==> src/rtl/run_length_detector_pkg.sv <==
// Shared types and constants for the run-length detector.
// State encoding and polarity-mode keys.
package run_length_detector_pkg;

  typedef enum logic [1:0] {
    IDLE = 2'd0,
    RUN0 = 2'd1,
    RUN1 = 2'd2
  } state_t;

  localparam logic [1:0] MODE_BOTH  = 2'b00;
  localparam logic [1:0] MODE_ONES  = 2'b01;
  localparam logic [1:0] MODE_ZEROS = 2'b10;
  localparam logic [1:0] MODE_OFF   = 2'b11;

endpackage

==> src/rtl/run_length_detector_sat_counter.sv <==
// Saturating up-counter with synchronous clear and load-to-one.
// Priority: reset/clr, then load1, then inc.
module sat_counter #(
  parameter int W = 4
) (
  input  logic         clk,
  input  logic         reset,
  input  logic         clr,
  input  logic         inc,
  input  logic         load1,
  output logic [W-1:0] q
);

  localparam logic [W-1:0] ONE = W'(1);

  always_ff @(posedge clk) begin
    if (reset || clr) begin
      q <= '0;
    end else if (load1) begin
      q <= ONE;
    end else if (inc && (q != '1)) begin
      q <= q + ONE;
    end
  end

endmodule

==> src/rtl/run_length_detector.sv <==
// Serial run-length detector: tracks runs of equal bits and
// flags when a run reaches a programmable threshold.
module run_length_detector
  import run_length_detector_pkg::*;
#(
  parameter int CNT_W = 4,
  parameter int EVT_W = 8
) (
  input  logic             clk,
  input  logic             reset,
  input  logic             in_valid,
  input  logic             in_bit,
  input  logic [CNT_W-1:0] thresh,
  input  logic [1:0]       mode,
  input  logic             clear_evt,
  output logic             out,
  output logic             rise,
  output logic             run_bit,
  output logic [CNT_W-1:0] run_len,
  output logic [EVT_W-1:0] evt_cnt
);

  state_t state;
  logic   out_q;
  logic   new_run;
  logic   extend;
  logic   permit;

  assign run_bit = (state == RUN1);

  // Any valid bit from IDLE, or a polarity flip, starts a new run.
  assign new_run = in_valid &
                   ((state == IDLE) | (in_bit != run_bit));
  assign extend  = in_valid & ~new_run;

  always_ff @(posedge clk) begin
    if (reset) begin
      state <= IDLE;
      out_q <= 1'b0;
    end else begin
      out_q <= out;
      if (in_valid) begin
        state <= in_bit ? RUN1 : RUN0;
      end
    end
  end

  sat_counter #(
    .W(CNT_W)
  ) u_run_len (
    .clk  (clk),
    .reset(reset),
    .clr  (1'b0),
    .inc  (extend),
    .load1(new_run),
    .q    (run_len)
  );

  always_comb begin
    permit = 1'b0;
    case (mode)
      MODE_BOTH:  permit = 1'b1;
      MODE_ONES:  permit = run_bit;
      MODE_ZEROS: permit = ~run_bit;
      default:    permit = 1'b0;
    endcase
  end

  assign out = (state != IDLE) &&
               (thresh != '0) &&
               (run_len >= thresh) &&
               permit;

  assign rise = out & ~out_q;

  sat_counter #(
    .W(EVT_W)
  ) u_evt_cnt (
    .clk  (clk),
    .reset(reset),
    .clr  (clear_evt),
    .inc  (rise),
    .load1(1'b0),
    .q    (evt_cnt)
  );

endmodule
==> config.mk <==
export PLATFORM = sky130hd
export DESIGN_NAME = run_length_detector
export DESIGN_NICKNAME = d
export VERILOG_FILES = /design/src/rtl/run_length_detector_pkg.sv /design/src/rtl/run_length_detector_sat_counter.sv /design/src/rtl/run_length_detector.sv
export SDC_FILE = /design/constraint.sdc
export NUM_CORES = 1
export LEC_CHECK = 0
export BUFFER_PORTS_ARGS = -buffer_cell sky130_fd_sc_hd__buf_2
export CAP_MARGIN = 10
export CORE_ASPECT_RATIO = 1.2
export CORE_MARGIN = 5
export CORE_UTILIZATION = 41
export DETAILED_ROUTE_END_ITERATION = 16
export GPL_TIMING_DRIVEN = 0
export MAX_ROUTING_LAYER = met4
export PLACE_DENSITY = 0.66
export SYNTH_ARGS = -nofsm -noshare
export SYNTH_HDL_FRONTEND = slang
export SYNTH_SLANG_ARGS = --single-unit
==> constraint.sdc <==
create_clock -name clk -period 2.9 [get_ports clk]
set_clock_uncertainty 0.05 [all_clocks]
set_input_delay 0.29 -clock clk [delete_from_list [all_inputs] [get_ports clk]]
set_output_delay 0.29 -clock clk [all_outputs]
set_load 0.1 [all_outputs]
==> flow_metrics.tcl, run 1 <==
set metrics [dict create \
    outcome "completed" \
    routed_via_density 5.30 \
    startpoint "u_run_len.q[0]" \
    final_cell_mix "23 x buf_2, 11 x dfxtp_1, 10 x a21oi_1" \
    die_y_um 60.5 \
    cts.root.buffer_cell "clkbuf_4" \
    first_iter_violations 7 \
    drive_above_1_share_pct 28.9 \
    grt-ovfl-total 0 \
    end_kind "output port" \
    path_clk_slew_ns 0.09 \
    io_buffers 23 \
    syn2layout_area_growth_pct 23.5 \
    fmax_ghz 0.370 \
    core_um2 2050 \
    stdcell_count 158 \
    final_cell_area_um2 1080 \
    min-delay-start "in_bit" \
    vias 837 \
    synth-edff-count 0 \
    rr_worst_depth 9 \
    vdd_drop_max_uv 271 \
    synth_seq_cells 15 \
    cts_tree "built" \
    gr-usage-all-layers_pct 14.3 \
    synth_cell_types 37 \
    synth_area_um2 872 \
    fin_crit_sh_pct 93.2 \
    ant_nets 0 \
    grt_pass1_vias 837 \
    synthArstFlopShare_pct 0 \
    wl_um 1960 \
    dp_hpwl_um 1560 \
    layout_commonest_cell "buf_2" \
    yosysSeqAreaShare_pct 34.4 \
    hold_viol 0 \
    arrival_ns 2.36 \
    cts_hold_buf 0 \
    post_cts_buffers 0 \
    critPathMaxFanout 10 \
    clock_path_buffers 2 \
    htree_levels 1 \
    total_leakage_power_nw 0.459 \
    worstSetupPathType "reg2out" \
    fp.dieArea_um2 3150 \
    antennaDiodeCount 0 \
    final_max_slew_viol_count 0 \
    slew-limit-headroom_pct 66.4 \
    place_area_um2 1050 \
    antenna_found_initial 0 \
    dr.pass1.iters 4 \
    rsz0062_at_grt "no" \
    rrSetupSlack_ns 0.69 \
    startpoint_type "flip-flop" \
    syn_nets 118 \
    holdPathStages 3 \
    r2r-start "u_run_len.q[0]" \
    max-cap-violations 0 \
    holdPathEnd "state[1]" \
    netlist_instances 101 \
    cts_sinks 15 \
    fin_crit_ns 2.70 \
    required_ns 2.56 \
    io_pins 26 \
    syn_area_per_cell_um2 8.63 \
    cts_made_buffers 3 \
    ys.flop_type "dfxtp_1" \
    reg2reg_to "u_evt_cnt.q[7]" \
    die_x_um 52.1 \
    tns_ns 0 \
    rows 18 \
    final_nets 146 \
    synth.yosys.warnings 0 \
    ctsResizeCount 0 \
    place_inst 154 \
    power_density_nw_per_um2 368 \
    start_util_pct 42.6 \
    hold_path_class "in2reg" \
    drc 0 \
    worst_slew_pin_slew_ns 0.503 \
    gp_routability_congestion 0.778 \
    setup_violations 0 \
    wl_per_cell_um 12.4 \
    grt_max_degree 11 \
    grt_first_pass_wirelength_um 3310 \
    clk_latency_ns 0.28 \
]
==> through the flow <==
| stage | worst slack (ns) | total power, W | hold WS, ns | util, % |
|---|---|---|---|---|
| floorplan | 0.0780 | 0.000268 | 0.387 | - |
| global placement | 0.503 | 0.000281 | 0.428 | 51.2 |
| detailed placement | 0.485 | 0.000283 | 0.441 | 51.2 |
| CTS | 0.182 | 0.000402 | 0.236 | 52.6 |
| global route | 0.0734 | 0.000418 | 0.314 | 52.6 |
| finish | 0.197 | 0.000397 | 0.232 | 52.6 |
==> power by group <==
part	switching, W	internal, W	total (W)
logic	0.0000437	0.0000209	0.0000646
clock network	0.0000683	0.0000512	0.000120
registers	0.00000397	0.000208	0.000212
total	0.000116	0.000281	0.000397
==> layer usage <==
layer,part of all wire [%],GRT usage [%],wire [µm],up-vias
met1,41,14.3,808,382
met2,52,26.6,1020,19
met4,1.5,6.74,29,0
li1,-,-,-,432
met3,5.0,2.46,98,4
met5,0,-,0,-
==> how the worst max path moves through the flow <==
stage	endpoint	slack, ns	cells after the start
floorplan	u_evt_cnt.q[2]	0.08	5
global placement	out	0.50	8
detailed placement	out	0.48	8
CTS	out	0.18	8
global route	out	0.07	8
finish	out	0.20	8
==> state kept, by name (all words and copies together) (netlist names) <==
name         count
u_run_len.q      4
out_q            1
state            2
u_evt_cnt.q      8
==> area by class of cell <==
type | count | area (µm²)
Tap cell | 30 | 37.5
Inverter | 7 | 26.3
Clock inverter | 1 | 5.00
Sequential cell | 15 | 310
Timing Repair Buffer | 23 | 115
Clock buffer | 3 | 22.5
Multi-Input combinational cell | 75 | 538
Fill cell | 223 | 972
Buffer | 4 | 22.5
==> cells by family (layout without fill, tap and decap cells) <==
logic type / after synthesis / count (layout) / share of synthesized area (%)
buf+inv: 11 / 38 / 5.60
fa+ha+maj: 6 / 6 / 8.61
compound gates: 25 / 25 / 19.2
mux: 3 / 3 / 3.44
flops: 15 / 15 / 34.4
simple gates: 39 / 39 / 26.7
xor+xnor: 2 / 2 / 2.01
==> synthesized netlist by cell type, types with 2 or more instances <==
cell | instances | area, µm²
mux2i_1 | 3 | 30.0
o21ai_0 | 2 | 10.0
ha_1 | 6 | 75.1
xnor2_1 | 2 | 17.5
nor2_1 | 6 | 22.5
inv_1 | 7 | 26.3
nand3_1 | 3 | 15.0
nand3b_1 | 2 | 15.0
dfxtp_1 | 15 | 300
nor4_1 | 2 | 12.5
or4_1 | 4 | 30.0
clkbuf_1 | 2 | 7.51
a211oi_1 | 2 | 15.0
o31ai_1 | 4 | 30.0
nand2_1 | 7 | 26.3
a21oi_1 | 10 | 50.1
nor3_1 | 4 | 20.0
==> worst max-delay path: stages (launching register included) <==
cell and delay, ns:
dfxtp_4 0.37, inv_1 0.05, ha_1 0.25, nand2b_1 0.15, a2111oi_2 0.54, or3_4 0.23, buf_6 0.13, inv_1 0.06
buf_2 0.29
(Power assumes the default switching activity.)
==> inputs of run 2 (changes only) <==
- BUFFER_PORTS_ARGS: -buffer_cell sky130_fd_sc_hd__buf_2 -> not set
- CTS_CLUSTER_DIAMETER: not set -> 40
- DONT_BUFFER_PORTS: not set -> 1
- PLACE_DENSITY: 0.66 -> not set
- TNS_END_PERCENT: not set -> 10
==> run 2 against run 1 <==
Compared with the run above:
- sequential cell count unchanged
- critical path depth down 2
- non-clock buffer count down 21
- register-to-register slack worse by 0.51 ns
- first-iteration DRC count down 57%
- design area down 6.3%
- hold slack worse by 0.11 ns
- die area unchanged
- setup slack worse by 0.034 ns
- sequential power up 5%
- combinational power down 19%
- largest cell class unchanged
==> flow_metrics.tcl, run 2 (synthesis gave the netlist of run 1 again) <==
set metrics [dict create \
    fin_crit_ns 2.74 \
    dp_hpwl_um 1500 \
    stdcell_count 137 \
    ant_nets 0 \
    die_x_um 52.1 \
    syn2layout_area_growth_pct 15.8 \
    top_register "u_evt_cnt.q" \
    arrival_ns 2.40 \
    hold_ws_ns 0.120 \
    routed_via_density 5.61 \
    gr-usage-all-layers_pct 14.2 \
    power_frac_seq_pct 56.2 \
    grt_pass1_vias 803 \
    clk_latency_ns 0.28 \
    drc 0 \
    p_int_w 0.000280 \
    grt_max_degree 11 \
    p_sw_w 0.000118 \
    final_max_slew_viol_count 0 \
    fp.dieArea_um2 3150 \
    drive_above_1_share_pct 16.8 \
    layout_commonest_cell "dfxtp_1" \
    end_kind "output port" \
    start_util_pct 42.6 \
    hold_path_class "in2reg" \
    rsz0062_at_grt "no" \
    required_ns 2.56 \
    total_leakage_power_nw 0.354 \
    antennaDiodeCount 0 \
    slew-limit-headroom_pct 25.6 \
    startpoint_type "flip-flop" \
    vias 769 \
    max_stage_delay_ns 0.57 \
    grt_first_pass_wirelength_um 3260 \
    cts_tree "built" \
    combPwrFrac_pct 13.2 \
    antenna_found_initial 0 \
    dr.pass1.iters 4 \
    wl_per_cell_um 14.0 \
    cp_cell_sequence "inv_1 -> ha_1 -> nand2b_4 -> a2111oi_4 -> or3_4 -> clkinvlp_4" \
    largest_register_ffs 8 \
    worst_slew_pin_slew_ns 1.12 \
    final_cell_area_um2 1010 \
    die_y_um 60.5 \
    first_iter_violations 3 \
    cts_made_buffers 3 \
    critPathMaxFanout 6 \
    path_clk_slew_ns 0.10 \
    gp_routability_congestion 0.729 \
    clock_path_buffers 2 \
    dp_slack_ns -0.129 \
    grt-ovfl-total 0 \
    cts_sinks 15 \
    cts_hold_buf 0 \
    io_buffers 0 \
    cp_top_family "flip-flops" \
    crit_buf_inv 2 \
    top_regs "u_evt_cnt.q (8), u_run_len.q (4), state (2)" \
    worstSetupPathType "reg2out" \
    rows 18 \
    io_pins 26 \
    fin_crit_sh_pct 94.4 \
    fillers 203 \
    final_nets 125 \
    setup_violations 0 \
    cts.root.buffer_cell "clkbuf_4" \
    max-cap-violations 0 \
    outcome "completed" \
    worst_slack_ns 0.164 \
    wl_um 1910 \
    slowest_stage "dfxtp_4" \
    fmax_ghz 0.365 \
    core_um2 2050 \
    power_density_nw_per_um2 394 \
    place_area_um2 947 \
    switching_share_pct 29.7 \
    htree_levels 1 \
    clockPowerShare_pct 30.6 \
    vdd_drop_max_uv 281 \
    place_inst 132 \
    hold_viol 0 \
    final_cell_mix "11 x dfxtp_1, 10 x a21oi_1, 7 x nand2_1" \
]
-- run 2: changes by cell type in the layout (fill, tap and decap cells not counted), sizes merged --
| cell | delta |
|---|---|
| buf | -21 |
| clkinvlp | +1 |
| inv | -1 |
-- run 2: cell type report --
class	instances	area, µm²	area share (%)
inverters	7	30.0	2.97
plain buffers	3	11.3	1.12
flip-flops and latches	15	315	31.2
well taps	30	37.5	3.72
multi-input cells	75	558	55.3
repair buffers	3	30.0	2.97
clock inverters	1	5.00	0.496
clock buffers	3	22.5	2.23
-- run 2: final timing paths --
path / from / end / slack (ns) / cells after the start
hold / removal: in_bit / state[1] / 0.12 / 2
setup / recovery: u_run_len.q[0] / out / 0.16 / 6
setup reg to reg: u_run_len.q[0] / u_evt_cnt.q[7] / 0.18 / 8
hold reg to reg: state[1] / state[1] / 0.48 / 2
-- run 2: routing by layer --
metal | track usage [%] | up-vias | share of wire, %
met3 | 3.93 | 2 | 6.8
met4 | 7.49 | 0 | 0.63
met1 | 14.3 | 360 | 40
met2 | 24.8 | 18 | 53
met5 | - | - | 0
li1 | - | 389 | -
-- run 2: power by group through the flow --
stage                     Combinational (W)  Clock, W  Sequential (W)
after floorplan                   0.0000386         0        0.000230
after global placement            0.0000436         0        0.000231
after detailed placement          0.0000450         0        0.000231
after CTS                         0.0000499  0.000130        0.000224
after global routing              0.0000577  0.000137        0.000224
final                             0.0000524  0.000122        0.000223
-- run 2: timing repair --
item | CTS | global route
setup buffers | 1 | 1
gates resized for setup | 4 | 2
setup endpoints to repair | 2 | 2
pin swaps | 1 | 3
-- run 2: stage by stage --
stage	total power (W)	utilization (%)	setup TNS [ns]
floorplan	0.000268	-	-0.0392
detailed placement	0.000276	46.2	-0.129
global route	0.000419	49.3	0
finish	0.000397	49.3	0
CTS	0.000405	49.0	0
global placement	0.000275	45.5	-0.479
